$ cat src/rtl/acc_cpu_param.sv
// acc_cpu_param: parametrised accumulator CPU with a req/ready memory port.
//
// Four instructions, opcode in the top two bits of the instruction word and
// operand in the low ADDR_W bits:
//   00 NOR  accu = ~(accu | M[op])       carry unchanged
//   01 ADD  {carry, accu} = accu + M[op]
//   10 STA  M[op] = accu
//   11 JCC  carry == 0 -> pc = op; otherwise carry = 0, pc = pc + 1
//
// Parameters:
//   DATA_W     accumulator / memory word / instruction width
//   ADDR_W     address and pc width (must satisfy ADDR_W <= DATA_W - 2)
//
// Ports:
//   clk        clock
//   reset      synchronous, active-high reset
//   mem_req    memory transaction request
//   mem_we     1 = write, 0 = read (meaningful while mem_req = 1)
//   mem_addr   transaction address
//   mem_wdata  write data
//   mem_rdata  read data, valid when mem_ready = 1
//   mem_ready  completes the current transaction at the rising edge
//   carry      accumulator carry flag
//   pc         current program counter
//   halted     core halted (only possible with ACC_CPU_HALT_EN)
//
// Build option: define ACC_CPU_HALT_EN to turn a taken self-jump into an
// absorbing HALT state. Without it the self-jump simply loops forever.
//
// Every output is a register or a decode of the state register, so there is
// no combinational path from mem_ready/mem_rdata to any output.

module acc_cpu_param #(
  parameter int unsigned DATA_W = 8,
  parameter int unsigned ADDR_W = 6
) (
  input  logic              clk,
  input  logic              reset,
  output logic              mem_req,
  output logic              mem_we,
  output logic [ADDR_W-1:0] mem_addr,
  output logic [DATA_W-1:0] mem_wdata,
  input  logic [DATA_W-1:0] mem_rdata,
  input  logic              mem_ready,
  output logic              carry,
  output logic [ADDR_W-1:0] pc,
  output logic              halted
);

`ifdef ACC_CPU_HALT_EN
  typedef enum logic [2:0] {StIdle, StFetch, StExec, StLoad, StStore, StHalt} state_e;
`else
  typedef enum logic [2:0] {StIdle, StFetch, StExec, StLoad, StStore} state_e;
`endif

  state_e              state_q;
  logic [ADDR_W-1:0]   pc_q;
  logic [DATA_W-1:0]   accu_q;
  logic                carry_q;
  logic [1:0]          opcode_q;
  logic [ADDR_W-1:0]   operand_q;
  logic [ADDR_W-1:0]   addr_q;
  logic [DATA_W-1:0]   wdata_q;

  // Only opcode and operand of the fetched word are kept; the middle bits
  // carry no meaning.
  logic [ADDR_W-1:0]   pc_inc;
  logic [DATA_W:0]     sum_d;
  logic [DATA_W-1:0]   nor_d;

  assign pc_inc = pc_q + ADDR_W'(1);
  assign sum_d  = {1'b0, accu_q} + {1'b0, mem_rdata};
  assign nor_d  = ~(accu_q | mem_rdata);

  always_ff @(posedge clk) begin
    if (reset) begin
      state_q   <= StIdle;
      pc_q      <= '0;
      accu_q    <= '0;
      carry_q   <= 1'b0;
      opcode_q  <= 2'b00;
      operand_q <= '0;
      addr_q    <= '0;
      wdata_q   <= '0;
    end else begin
      unique case (state_q)
        StIdle: begin
          addr_q  <= pc_q;
          state_q <= StFetch;
        end
        StFetch: begin
          if (mem_ready) begin
            opcode_q  <= mem_rdata[DATA_W-1:DATA_W-2];
            operand_q <= mem_rdata[ADDR_W-1:0];
            state_q   <= StExec;
          end
        end
        StExec: begin
          case (opcode_q)
            2'b00, 2'b01: begin
              addr_q  <= operand_q;
              state_q <= StLoad;
            end
            2'b10: begin
              addr_q  <= operand_q;
              wdata_q <= accu_q;
              state_q <= StStore;
            end
            default: begin
              if (!carry_q) begin
`ifdef ACC_CPU_HALT_EN
                // A taken jump onto itself can never make progress: park.
                if (operand_q == pc_q) begin
                  state_q <= StHalt;
                end else begin
                  pc_q    <= operand_q;
                  addr_q  <= operand_q;
                  state_q <= StFetch;
                end
`else
                pc_q    <= operand_q;
                addr_q  <= operand_q;
                state_q <= StFetch;
`endif
              end else begin
                carry_q <= 1'b0;
                pc_q    <= pc_inc;
                addr_q  <= pc_inc;
                state_q <= StFetch;
              end
            end
          endcase
        end
        StLoad: begin
          if (mem_ready) begin
            if (opcode_q[0]) begin
              {carry_q, accu_q} <= sum_d;
            end else begin
              accu_q <= nor_d;
            end
            pc_q    <= pc_inc;
            addr_q  <= pc_inc;
            state_q <= StFetch;
          end
        end
        StStore: begin
          if (mem_ready) begin
            pc_q    <= pc_inc;
            addr_q  <= pc_inc;
            state_q <= StFetch;
          end
        end
`ifdef ACC_CPU_HALT_EN
        StHalt: begin
          state_q <= StHalt;
        end
`endif
        default: begin
          state_q <= StIdle;
        end
      endcase
    end
  end

  assign mem_req   = (state_q == StFetch) || (state_q == StLoad) || (state_q == StStore);
  assign mem_we    = (state_q == StStore);
  assign mem_addr  = addr_q;
  assign mem_wdata = wdata_q;
  assign carry     = carry_q;
  assign pc        = pc_q;

`ifdef ACC_CPU_HALT_EN
  assign halted = (state_q == StHalt);
`else
  assign halted = 1'b0;
`endif

endmodule
$ cat config.mk
export PLATFORM = sky130hd
export DESIGN_NAME = acc_cpu_param
export DESIGN_NICKNAME = d
export VERILOG_FILES = /design/src/rtl/acc_cpu_param.sv
export SDC_FILE = /design/constraint.sdc
export NUM_CORES = 1
export LEC_CHECK = 0
export ABC_AREA = 1
export CAP_MARGIN = 20
export CORE_ASPECT_RATIO = 0.9
export CORE_UTILIZATION = 50
export DETAILED_ROUTE_END_ITERATION = 8
export PLACE_DENSITY = 0.77
export SLEW_MARGIN = 25
export SYNTH_ARGS = -nofsm -noshare
export SYNTH_HDL_FRONTEND = slang
export SYNTH_SLANG_ARGS = --single-unit
$ cat constraint.sdc
create_clock -name clk -period 1.5 [get_ports clk]
set_input_delay 0.45 -clock clk [delete_from_list [all_inputs] [get_ports clk]]
set_output_delay 0.45 -clock clk [all_outputs]
set_load 0.03 [all_outputs]
==> metrics.log <==
[metrics] Post-layout nets: 488
[metrics] number of antenna violations at the first check in global routing: 0
[metrics] insertion delay of the later-clocked pin in the worst-skew pair: 300 ps
[metrics] Final period util: 111%
[metrics] critical path's largest stage delay: 340 ps
[metrics] kind of end point of the critical path: output pin
[metrics] Post-Synth Adder-Cell Area: 9.12%
[metrics] synthesized flop and latch total: 40
[metrics] kind of critical path: reg -> out
[metrics] cell type with the largest total area after synthesis: sky130_fd_sc_hd__dfxtp_1
[metrics] number of instances in the synthesized netlist: 375
[metrics] proportion of layout cells with a drive suffix above 1: 33.9%
[metrics] Die Outline Area: 5400 µm²
[metrics] met2 track demand over resource: 45.6%
[metrics] most common cell after layout, fill and taps aside: sky130_fd_sc_hd__nand2_1
[metrics] instance count after placement with tap cells included: 505
[metrics] synthesized area per cell: 6.81 µm²
[metrics] initial core utilization: 52.5%
[metrics] Core Region: 4860 µm²
[metrics] portion of netlist area occupied by mux cells: 0%
[metrics] largest clock skew in the final design: 2.53 ps
[metrics] number of warning messages in the yosys log: 0
[metrics] number of iterations in the first detailed-routing pass: 5
[metrics] total wire length: 7.60 mm
[metrics] RSZ-0062 raised after global routing: true
[metrics] Residual DRC: 0
[metrics] post-synthesis to final-layout area growth: 44.6%
[metrics] H-tree depth: 2
[metrics] Fin. Hold Viols: 0
[metrics] most crowded layer after global routing: met2
[metrics] Max Buffers Root-to-Sink: 2
[metrics] antenna diode count: 0
[metrics] routed len/inst: 14.5 µm
[metrics] maximum number of pins on one net before global-route repair: 24
[metrics] gate family responsible for the most delay along the worst path: flip-flops
[metrics] Pwr Density: 1170 nW/µm²
[metrics] residual overflow from global routing: 0
[metrics] io pins: 35
[metrics] count of standard-cell rows: 24
[metrics] violations in the final reports: setup timing
[metrics] Achievable Freq: 602 MHz
[metrics] Detail Route Antenna Nets: 0
[metrics] Post-Syn Nets: 404
[metrics] Seq/Total Area, Yosys: 31.4%
[metrics] TritonCTS buffer count: 5
[metrics] post-place setup slack: -656 ps
[metrics] Via-to-Cell Ratio: 5.47
[metrics] static leakage: 1.71 nW
[metrics] setup total negative slack: -216 ps
[metrics] CTS tree: built
[metrics] status: finished, violations left
[metrics] number of inserted filler cells in the final layout: 345
[metrics] vias in the first global route: 2675
[metrics] Bufs and invs on worst path: 3
[metrics] chain of cells forming the critical path: inv_2, nand2_4, o21ai_4, inv_2, nand2_2, buf_6
[metrics] hold-fix buffer count after cts: 0
[metrics] post-layout minimum cycle time: 1660 ps
[metrics] top-area cell type share of the netlist area: 31.4%
[metrics] crit path setup slack, layout: -161 ps
[metrics] number of library cell types mapped by synthesis: 35
[metrics] root buffer selected by CTS: sky130_fd_sc_hd__clkbuf_8
[metrics] combinational family with the most area after synthesis: simple AND/OR/NAND/NOR gates
[metrics] total half-perimeter wirelength after legalization and detailed placement: 4.93 mm
[metrics] CP most frequent cell: sky130_fd_sc_hd__inv_2
[metrics] critical path's slowest cell: sky130_fd_sc_hd__dfxtp_2
[metrics] number of vias in the routed layout: 2873
[metrics] CP Data Required Time: 1050 ps
[metrics] routability congestion estimate from global placement: 0.901
[metrics] clock transition at the registers of the reported paths: 80 ps
[metrics] Post-Synthesis Cell Area: 2550 µm²
[metrics] worst-case vdd ir drop: 766 µV
[metrics] met3 track demand over resource: 4.08%
[metrics] number of maximum-capacitance violations: 0
[metrics] final design utilization: 75.8%
[metrics] leading cell types by total area after synthesis: sky130_fd_sc_hd__dfxtp_1 (31%), sky130_fd_sc_hd__nand2_1 (13%), sky130_fd_sc_hd__ha_1 (8.3%)
[metrics] Compound-Gate Fraction of Synth Area: 19.8%
[metrics] most frequent cells in the layout: sky130_fd_sc_hd__nand2_1 (82), sky130_fd_sc_hd__buf_4 (57), sky130_fd_sc_hd__a21oi_1 (37)
[metrics] number of port buffers: 33
[metrics] final count of pins violating max slew: 0
[metrics] Total Routing Usage GR: 27.2%
[metrics] First DRT Iteration DRCs: 257
[metrics] final instance count without filler cells: 525
[metrics] Sinks on Clock Net: 40
[metrics] post-synthesis share of cell area spent on xor and xnor gates: 1.03%
[metrics] setup violators final: 3
[metrics] met1 usage in global routing: 34.6%
[metrics] worst hold path type: reg -> reg
[metrics] startpoint types: register
[metrics] simple-gate area share of the yosys netlist: 27.1%
[metrics] Arr. time, crit path: 1210 ps
[metrics] Worst Path Max Fanout: 3
[metrics] die extent in x: 77.3 µm
[metrics] die height: 69.8 µm
[metrics] Final Total Pwr: 4.32 mW
[metrics] wire length of the first global-routing pass: 11.7 mm
## cells in the mapped netlist
cell / instances
sky130_fd_sc_hd__a21oi_1: 42
sky130_fd_sc_hd__clkbuf_1: 3
sky130_fd_sc_hd__o21ai_4: 1
sky130_fd_sc_hd__fa_1: 1
sky130_fd_sc_hd__buf_8: 1
sky130_fd_sc_hd__nor2_1: 29
sky130_fd_sc_hd__clkbuf_8: 1
sky130_fd_sc_hd__inv_2: 5
sky130_fd_sc_hd__o21ai_0: 41
sky130_fd_sc_hd__nand3_1: 17
sky130_fd_sc_hd__buf_6: 1
sky130_fd_sc_hd__o21bai_1: 1
sky130_fd_sc_hd__o211ai_1: 2
sky130_fd_sc_hd__xor2_1: 3
sky130_fd_sc_hd__o21a_1: 1
sky130_fd_sc_hd__nand2_1: 89
sky130_fd_sc_hd__nand4_1: 3
sky130_fd_sc_hd__a21oi_2: 2
sky130_fd_sc_hd__clkinv_4: 1
sky130_fd_sc_hd__nand3b_1: 1
sky130_fd_sc_hd__nor2_2: 2
sky130_fd_sc_hd__o21ai_1: 1
sky130_fd_sc_hd__dfxtp_1: 40
sky130_fd_sc_hd__buf_2: 2
sky130_fd_sc_hd__conb_1: 1
sky130_fd_sc_hd__nand3_4: 1
sky130_fd_sc_hd__buf_4: 3
sky130_fd_sc_hd__a211oi_1: 2
sky130_fd_sc_hd__ha_1: 17
sky130_fd_sc_hd__inv_1: 48
sky130_fd_sc_hd__nand2_2: 4
sky130_fd_sc_hd__nor3_1: 1
sky130_fd_sc_hd__nand3_2: 1
sky130_fd_sc_hd__a31oi_1: 1
sky130_fd_sc_hd__nor2_4: 6
## state kept, by name, summed over array words and instances, names as in the netlist
| signal | count |
|---|---|
| accu_q | 8 |
| carry | 1 |
| mem_addr | 6 |
| mem_wdata | 8 |
| opcode_q | 2 |
| operand_q | 6 |
| pc | 6 |
| state_q | 3 |
## power breakdown
| group | internal (mW) | leakage (nW) | switching [mW] | total [mW] |
|---|---|---|---|---|
| Sequential | 1.25 | 0.331 | 0.164 | 1.41 |
| Combinational | 0.737 | 1.32 | 1.18 | 1.92 |
| Clock | 0.588 | 0.0645 | 0.409 | 0.997 |
| Total | 2.57 | 1.71 | 1.75 | 4.32 |
## worst paths after layout
| kind | depth (start not counted) | from | slack (ps) | end |
|---|---|---|---|---|
| worst min register to register | 2 | accu_q[7] | 490 | accu_q[7] |
| worst min-delay path | 2 | accu_q[7] | 490 | accu_q[7] |
| worst max-delay path | 6 | state_q[0] | -160 | mem_req |
| worst max register to register | 10 | accu_q[5] | 10 | accu_q[6] |
## repair_timing
| action | 4_1_cts | 5_1_grt |
|---|---|---|
| endpoints found under the hold margin | 0 | 0 |
| endpoints found under the setup margin | 26 | 39 |
| gates cloned | 0 | 3 |
| gates resized for setup | 49 | 72 |
| buffers inserted | 0 | 9 |
| pin swaps | 3 | 15 |
## per-layer routing
layer	up-vias	part of all wire (%)
li1	1375	-
met1	1348	44
met2	126	46
met3	24	6.9
met4	0	2.4
met5	-	0
## area by class of cell
class	instances	area [µm²]	area share, %
Clock buffer	7	96.3	2.61
Timing Repair inverter	1	6.26	0.170
Multi-Input combinational cell	272	1720	46.7
Tap cell	65	81.3	2.20
Sequential cell	40	818	22.2
Timing Repair Buffer	85	721	19.5
Inverter	54	213	5.76
Clock inverter	1	30.0	0.814
## cell families after synthesis
family | count (synthesis)
compound gates | 94
xor+xnor | 3
fa+ha+maj | 18
buf+inv | 65
flops | 40
other cells | 1
simple gates | 154
## tightest hold or removal path: stages (launching register included)
cell,delay (ps)
sky130_fd_sc_hd__dfxtp_1,330
sky130_fd_sc_hd__nand2_1,70
sky130_fd_sc_hd__a21oi_1,50
## metrics by stage
step | hold WS (ps) | cell area, µm²
6_report | 491 | 3690
5_1_grt | 506 | 3690
4_1_cts | 486 | 3440
3_5_place_dp | 474 | 3240
3_3_place_gp | 472 | 3240
2_1_floorplan | 455 | 2570
(Power assumes the default switching activity.)
